$ cat config.mk
export PLATFORM = sky130hd
export DESIGN_NAME = slc3_mem_ctrl
export DESIGN_NICKNAME = d
export VERILOG_FILES = /design/src/rtl/slc3_mem_ctrl.sv
export SDC_FILE = /design/constraint.sdc
export NUM_CORES = 1
export LEC_CHECK = 0
export ABC_CLOCK_PERIOD_IN_PS = 1600
export CORE_ASPECT_RATIO = 1.1
export CORE_UTILIZATION = 42
export CTS_BUF_LIST = sky130_fd_sc_hd__clkbuf_8
export DETAILED_ROUTE_END_ITERATION = 10
export HOLD_SLACK_MARGIN = 0.05
export PLACE_DENSITY = 0.78
export SLEW_MARGIN = 25
export SYNTH_ARGS = -nofsm -noshare
export SYNTH_HDL_FRONTEND = slang
export SYNTH_SLANG_ARGS = --single-unit
export TNS_END_PERCENT = 50
$ cat constraint.sdc
create_clock -name Clk -period 1.6 [get_ports Clk]
set_input_delay 0.32 -clock Clk [delete_from_list [all_inputs] [get_ports Clk]]
set_output_delay 0.32 -clock Clk [all_outputs]
set_load 0.005 [all_outputs]
$ cat src/rtl/slc3_mem_ctrl.sv
// SLC-3 memory/IO access sequencer: valid/ready request port, SRAM wait states,
// memory-mapped switches/hex at IO_ADDR, one-cycle response pulse.
module slc3_mem_ctrl #(
  parameter int DATA_W      = 16,
  parameter int ADDR_W      = 16,
  parameter int WAIT_STATES = 2,
  parameter logic [ADDR_W-1:0] IO_ADDR = 16'hFFFF,
  parameter int NUM_HEX     = 4,
  parameter int SW_W        = 16
) (
  input  logic                 Clk,
  input  logic                 Reset,
  input  logic                 req_valid,
  output logic                 req_ready,
  input  logic                 req_we,
  input  logic [ADDR_W-1:0]    req_addr,
  input  logic [DATA_W-1:0]    req_wdata,
  output logic                 rsp_valid,
  output logic [DATA_W-1:0]    rsp_rdata,
  output logic [ADDR_W-1:0]    sram_addr,
  output logic [DATA_W-1:0]    sram_wdata,
  input  logic [DATA_W-1:0]    sram_rdata,
  output logic                 sram_oe,
  output logic                 sram_we,
  input  logic [SW_W-1:0]      switches,
  output logic [4*NUM_HEX-1:0] hex_out
);

  localparam int HEX_W = 4 * NUM_HEX;
  localparam int CNT_W = (WAIT_STATES > 0) ? $clog2(WAIT_STATES + 1) : 1;

  typedef enum logic [1:0] {
    IDLE,
    ACCESS,
    RESP
  } state_t;

  state_t              state_q, state_d;
  logic [CNT_W-1:0]    cnt_q, cnt_d;
  logic                we_q, we_d;
  logic [ADDR_W-1:0]   addr_q, addr_d;
  logic [DATA_W-1:0]   wdata_q, wdata_d;
  logic [DATA_W-1:0]   rdata_q, rdata_d;
  logic                oe_q, oe_d;
  logic                swe_q, swe_d;
  logic                rsp_q, rsp_d;
  logic [HEX_W-1:0]    hex_q, hex_d;
  logic [SW_W-1:0]     sw_meta_q, sw_sync_q;
  logic [DATA_W-1:0]   sw_ext;
  logic                accept;

  generate
    if (SW_W >= DATA_W) begin : g_sw_trunc
      assign sw_ext = sw_sync_q[DATA_W-1:0];
    end else begin : g_sw_zext
      assign sw_ext = {{(DATA_W-SW_W){1'b0}}, sw_sync_q};
    end
  endgenerate

  assign req_ready = (state_q == IDLE);
  assign accept    = req_valid & req_ready;

  always_comb begin
    state_d = state_q;
    cnt_d   = cnt_q;
    we_d    = we_q;
    addr_d  = addr_q;
    wdata_d = wdata_q;
    rdata_d = rdata_q;
    oe_d    = oe_q;
    swe_d   = swe_q;
    rsp_d   = 1'b0;
    hex_d   = hex_q;
    unique case (state_q)
      IDLE: begin
        if (accept) begin
          if (req_addr == IO_ADDR) begin
            if (req_we) hex_d = req_wdata[HEX_W-1:0];
            else        rdata_d = sw_ext;
            rsp_d   = 1'b1;
            state_d = RESP;
          end else begin
            addr_d  = req_addr;
            wdata_d = req_wdata;
            we_d    = req_we;
            cnt_d   = CNT_W'(WAIT_STATES);
            oe_d    = ~req_we;
            swe_d   = req_we;
            state_d = ACCESS;
          end
        end
      end
      ACCESS: begin
        if (cnt_q == '0) begin
          if (!we_q) rdata_d = sram_rdata;
          oe_d    = 1'b0;
          swe_d   = 1'b0;
          rsp_d   = 1'b1;
          state_d = RESP;
        end else begin
          cnt_d = cnt_q - 1'b1;
        end
      end
      RESP: state_d = IDLE;
      default: state_d = IDLE;
    endcase
  end

  // Strobes are flops with async clear so a mid-access reset drops them at once.
  always_ff @(posedge Clk or negedge Reset) begin
    if (!Reset) begin
      state_q   <= IDLE;
      cnt_q     <= '0;
      we_q      <= 1'b0;
      addr_q    <= '0;
      wdata_q   <= '0;
      rdata_q   <= '0;
      oe_q      <= 1'b0;
      swe_q     <= 1'b0;
      rsp_q     <= 1'b0;
      hex_q     <= '0;
      sw_meta_q <= '0;
      sw_sync_q <= '0;
    end else begin
      state_q   <= state_d;
      cnt_q     <= cnt_d;
      we_q      <= we_d;
      addr_q    <= addr_d;
      wdata_q   <= wdata_d;
      rdata_q   <= rdata_d;
      oe_q      <= oe_d;
      swe_q     <= swe_d;
      rsp_q     <= rsp_d;
      hex_q     <= hex_d;
      sw_meta_q <= switches;
      sw_sync_q <= sw_meta_q;
    end
  end

  assign rsp_valid  = rsp_q;
  assign rsp_rdata  = rdata_q;
  assign sram_addr  = addr_q;
  assign sram_wdata = wdata_q;
  assign sram_oe    = oe_q;
  assign sram_we    = swe_q;
  assign hex_out    = hex_q;

endmodule

**Word-level counts from Yosys, hierarchy flattened**

Cells that the tools add are included.

- Mux-type cells: 25
- Equality and inequality tests: 9
- Reduce and logical (&&, ||, !) cells: 9
- Add/sub/neg operators: 1
- Bitwise operators: 3

Operators with widths:

| kind | count |
|---|---|
| 16-bit two-way mux | 5 |
| 16-bit case mux with 2 select lines | 1 |
| 16-bit equality test, second input constant | 1 |
| 2-bit two-way mux | 6 |
| 4-bit AND reduction | 3 |
| 2-bit != test, second input constant | 5 |
| 1-bit two-way mux | 8 |
| 2-bit case mux with 2 select lines | 2 |
| 1-bit case mux with 2 select lines | 3 |
| 6-bit AND reduction | 1 |
| 2-bit zero test | 2 |
| 2-bit by 1-bit != test with 1-bit output, second input constant | 2 |
| 3-bit AND reduction | 1 |
| 2-bit by 1-bit equality test with 1-bit output, second input constant | 1 |
| 1-bit inverter | 2 |
| 2-bit AND reduction | 1 |
| 2-bit nonzero test | 1 |
| 2-bit by 1-bit subtractor with 2-bit output, second input constant | 1 |
| 1-bit AND | 1 |

- Bits of input ports: 68
- Word-level logic and storage cells: 59
- Flip-flop bits (word level): 104

**Logic depth before layout (Yosys ltp)**

- Depth after elaboration: 4
- Mapped depth: 8
- Mapped depth without buffers: 6

**Worst setup path after synthesis**

Ideal clock, no wire load.

- Path kind: reg-to-reg
- From: register state_q[0]
- To: register rdata_q[10], in the netlist rsp_rdata[10]
- Setup time: 0.125 ns
- Required time: 1.475 ns
- Cell stages (with the launch flop): 7
- Period minus slack after synthesis: 1.717 ns
- Arrival time: 1.592 ns
- Setup slack: -0.117 ns
- Path buffers: 2
- Cell sequence: dfrtp_1 -> or3b_1 -> a21oi_1 -> o21a_1 -> buf_6 -> buf_12 -> mux2_4

- Longest elaborated chain between the ends: 4
- Elaborated cells on any way between the ends: 11
- Those cells by class: 6 x eq/ne; 1 x mux; 1 x bitwise; 3 x reduce/logical

RTL lines:

| element | line | RTL |
|---|---|---|
| from (decl) | 38 | `state_t state_q, state_d;` |
| from (signal assigned) | 125 | `state_q <= state_d;` |
| 2-bit zero test | 60, 74 |  |
| 1-bit AND | 61 | `assign accept = req_valid & req_ready;` |
| 2-bit by 1-bit != test with 1-bit output (no source line) | - |  |
| 6-bit AND reduction (no source line) | - |  |
| to (signal assigned) | 130 | `rdata_q <= rdata_d;` |
| to (decl) | 43 | `logic [DATA_W-1:0] rdata_q, rdata_d;` |

Parallel ways exist; a longest one is shown, timed or not.
A chain may end at the register's enable or synchronous reset.

**Worst setup path in the final report**

- From: register state_q[0]
- To: register rdata_q[12], in the netlist rsp_rdata[12]

The elaborated chain is that of the path after synthesis.

==> flow_metrics.tcl <==
set metrics [dict create \
    status "complete, but fails checks" \
    failed_checks "negative setup slack" \
    clock-skew-final_ns 0.0119 \
    number_of_global_route_vias_before_repair 2672 \
    antenna_found_initial 1 \
    clock_tree.htree_level_count 3 \
    crit_path_start_kind "flip-flop" \
    synthDistinctLibCells 28 \
    cts_buffers 9 \
    initial_core_util_pct 43.9 \
    area_growth_pct 55.8 \
    flop_and_latch_count_out_of_synthesis 104 \
    synthesis.nets 297 \
    synthArstFlopShare_pct 100 \
    design.final.nets 466 \
    total_standard_cell_area_after_synthesis_um2 3940 \
    required_time_at_the_endpoint_of_the_critical_path_ns 1.84 \
    cp_max_fo 8 \
    grt.overflow.total 0 \
    worstPathArrival_ns 1.92 \
    slew_headroom_pct 64.2 \
    dpl.hpwl_mm 5.45 \
    worstSetupEndpointType "flip-flop" \
    routed_wirelength_mm 8.73 \
    first_iter_violations 73 \
    cellLeakagePower_nw 3.09 \
    num-fill-cells 585 \
    place.port_buffers 135 \
    synth_enable_flop_cells 0 \
    drc_violation_count_after_routing 0 \
    synthesis.instances 228 \
    yosys_most_used_dff "dfrtp_1" \
    max_clock_freq_ghz 0.596 \
    fp.dieArea_um2 9770 \
    hold_violations 0 \
    clock_latency_ns 0.36 \
    final_core_util_pct 68.4 \
    ys_seq_area_share_pct 66.1 \
    postPlaceCellArea_um2 5610 \
    first_pass_iters 4 \
    finalCriticalPeriod_ns 1.68 \
    routed-via-count 2492 \
    clkTransAtPathRegs_ns 0.10 \
    routability_congestion_estimate_from_global_placement 0.745 \
    worst-slew-pin-transition_ns 0.538 \
    worst-setup-path-type "flip-flop to flip-flop" \
    post_synth.cell_area_avg_um2 17.3 \
    pre_cts_setup_slack_ns -0.651 \
    clock_root_buffer "clkbuf_8" \
    drv_slew 0 \
    die-height_um 104 \
    grt_pass1_wl_mm 13.4 \
    die_width_um 94.3 \
    ir_drop_mv 0.854 \
    hp-class "input port to flip-flop" \
    boundaryPins 136 \
    cts_buffer_depth 2 \
    tritoncts "built" \
    cts.sink_count 104 \
    globalRouteTotalUtil_pct 18.2 \
    rows 36 \
    total_number_of_yosys_warnings 0 \
    min_period_over_period_pct 105 \
    grt_setup_unrepaired "true" \
    route.detailed.wl_per_inst_um 16.9 \
    post-route-worst-setup-slack_ns -0.0788 \
    finalInstanceArea_um2 6130 \
    grt_start_max_net_pins 105 \
    max_cap_viol_count 0 \
    power.density_nw_per_um2 1570 \
    hold-worst-slack_ns 0.216 \
    drtAntennaViolNets 0 \
    setup_violating_endpoint_count_in_the_final_report 60 \
    total_core_area_um2 8960 \
    drive_above_1_share_pct 36.6 \
    vias_per_cell 4.82 \
]
[cell type report]
cell class                      instances  area [um^2]  share of cell area (%)
Clock inverter                          7         71.3                    1.16
Antenna cell                            1         2.50                  0.0408
Timing Repair Buffer                  167         1780                    29.1
Sequential cell                       104         2600                    42.4
Clock buffer                            9          124                    2.02
Inverter                                4         15.0                   0.245
Multi-Input combinational cell        111         1390                    22.7
Tap cell                              114          143                    2.33
[flip-flops by register name, summed over array words and instances (netlist names)]
name,count
hex_out,16
rsp_rdata,16
sram_addr,16
sram_wdata,16
sw_ext,16
sw_meta_q,16
cnt_q,2
state_q,2
rsp_valid,1
sram_oe,1
sram_we,1
we_q,1
[synth_stat cells (2+ instances only)]
master / count / area (um^2)
buf_2: 2 / 10.0
dfrtp_1: 104 / 2600
nand4_1: 2 / 12.5
o21ai_0: 4 / 20.0
nor2_1: 2 / 7.51
nand2_1: 6 / 22.5
buf_6: 5 / 56.3
mux2_4: 20 / 300
mux2_2: 58 / 653
inv_1: 4 / 15.0
mux2_1: 2 / 22.5
nand3_1: 3 / 15.0
[worst max-delay path, cell delays in order, from the launching register on]
cell and delay, ns:
dfrtp_1 0.41, or3b_4 0.38, a21oi_2 0.14, o21a_4 0.19
buf_12 0.15, mux2_4 0.30
[per-layer routing]
layer  wire [um]  part of all wire (%)  vias up  global-route usage [%]
met5           0                     0        -                       0
met4          87                   1.0        0                    6.59
met3         724                   8.3        6                    6.46
met2        4370                    50       94                    29.3
met1        3550                    41     1254                    22.3
li1            -                     -     1138                       -
[logic make-up after synthesis]
kind of cell             Yosys count  share of synthesized area [%]
multiplexers                      80                           24.8
buffers and inverters             13                           2.76
AO/OA/AOI/OAI                      8                           1.68
flip-flops                       104                           66.1
AND/OR/NAND/NOR                   22                           4.35
adder cells (fa/ha/maj)            1                          0.318
[placed cells by master, fill, tap and decap left out, drive strengths merged, types with 2 or more instances in the layout]
cell           synthesis  layout
clkdlybuf4s50          0      91
dlymetal6s2s           0      22
o21ai                  4       4
nand2                  6       6
dlygate4sd2            0      12
clkbuf                 0      11
nand4                  4       4
mux2                  80      80
buf                    9      35
nand3                  4       4
dfrtp                104     104
inv                    4       6
clkinvlp               0       2
clkinv                 0       2
nor2                   2       2
clkdlybuf4s15          0       4
[power by group]
part / switching, mW / internal, mW
Combinational: 1.30 / 2.92
Clock: 0.885 / 0.724
Sequential: 0.440 / 3.39
[repair_timing]
action	CTS	global route
setup endpoints to repair	73	92
gates cloned	4	1
hold buffers	1	0
pin swaps	9	5
buffers inserted	7	0
gates resized for setup	75	37
endpoints found under the hold margin	69	0
[final timing paths]
kind                               from       endpoint  slack (ns)  cells past startpoint
setup reg to reg             state_q[0]  rsp_rdata[12]       -0.08                      5
hold reg to reg            sw_meta_q[1]      sw_ext[1]        0.35                      0
hold / removal             req_addr[13]  sram_addr[13]        0.22                      2
max in group asynchronous         Reset  sw_meta_q[10]        0.62                      3
min in group asynchronous         Reset  sram_wdata[0]        0.55                      3
setup / recovery             state_q[0]  rsp_rdata[12]       -0.08                      5
[per-stage QoR]
step | total power [mW] | std cells | setup TNS [ns]
after floorplan | 5.62 | 228 | -2.04
after global placement | 7.56 | 488 | -41.91
after detailed placement | 7.65 | 488 | -43.01
after CTS | 9.67 | 515 | -2.41
after global routing | 10.2 | 517 | -7.21
final | 9.66 | 517 | -1.90
(Power assumes the default switching activity.)
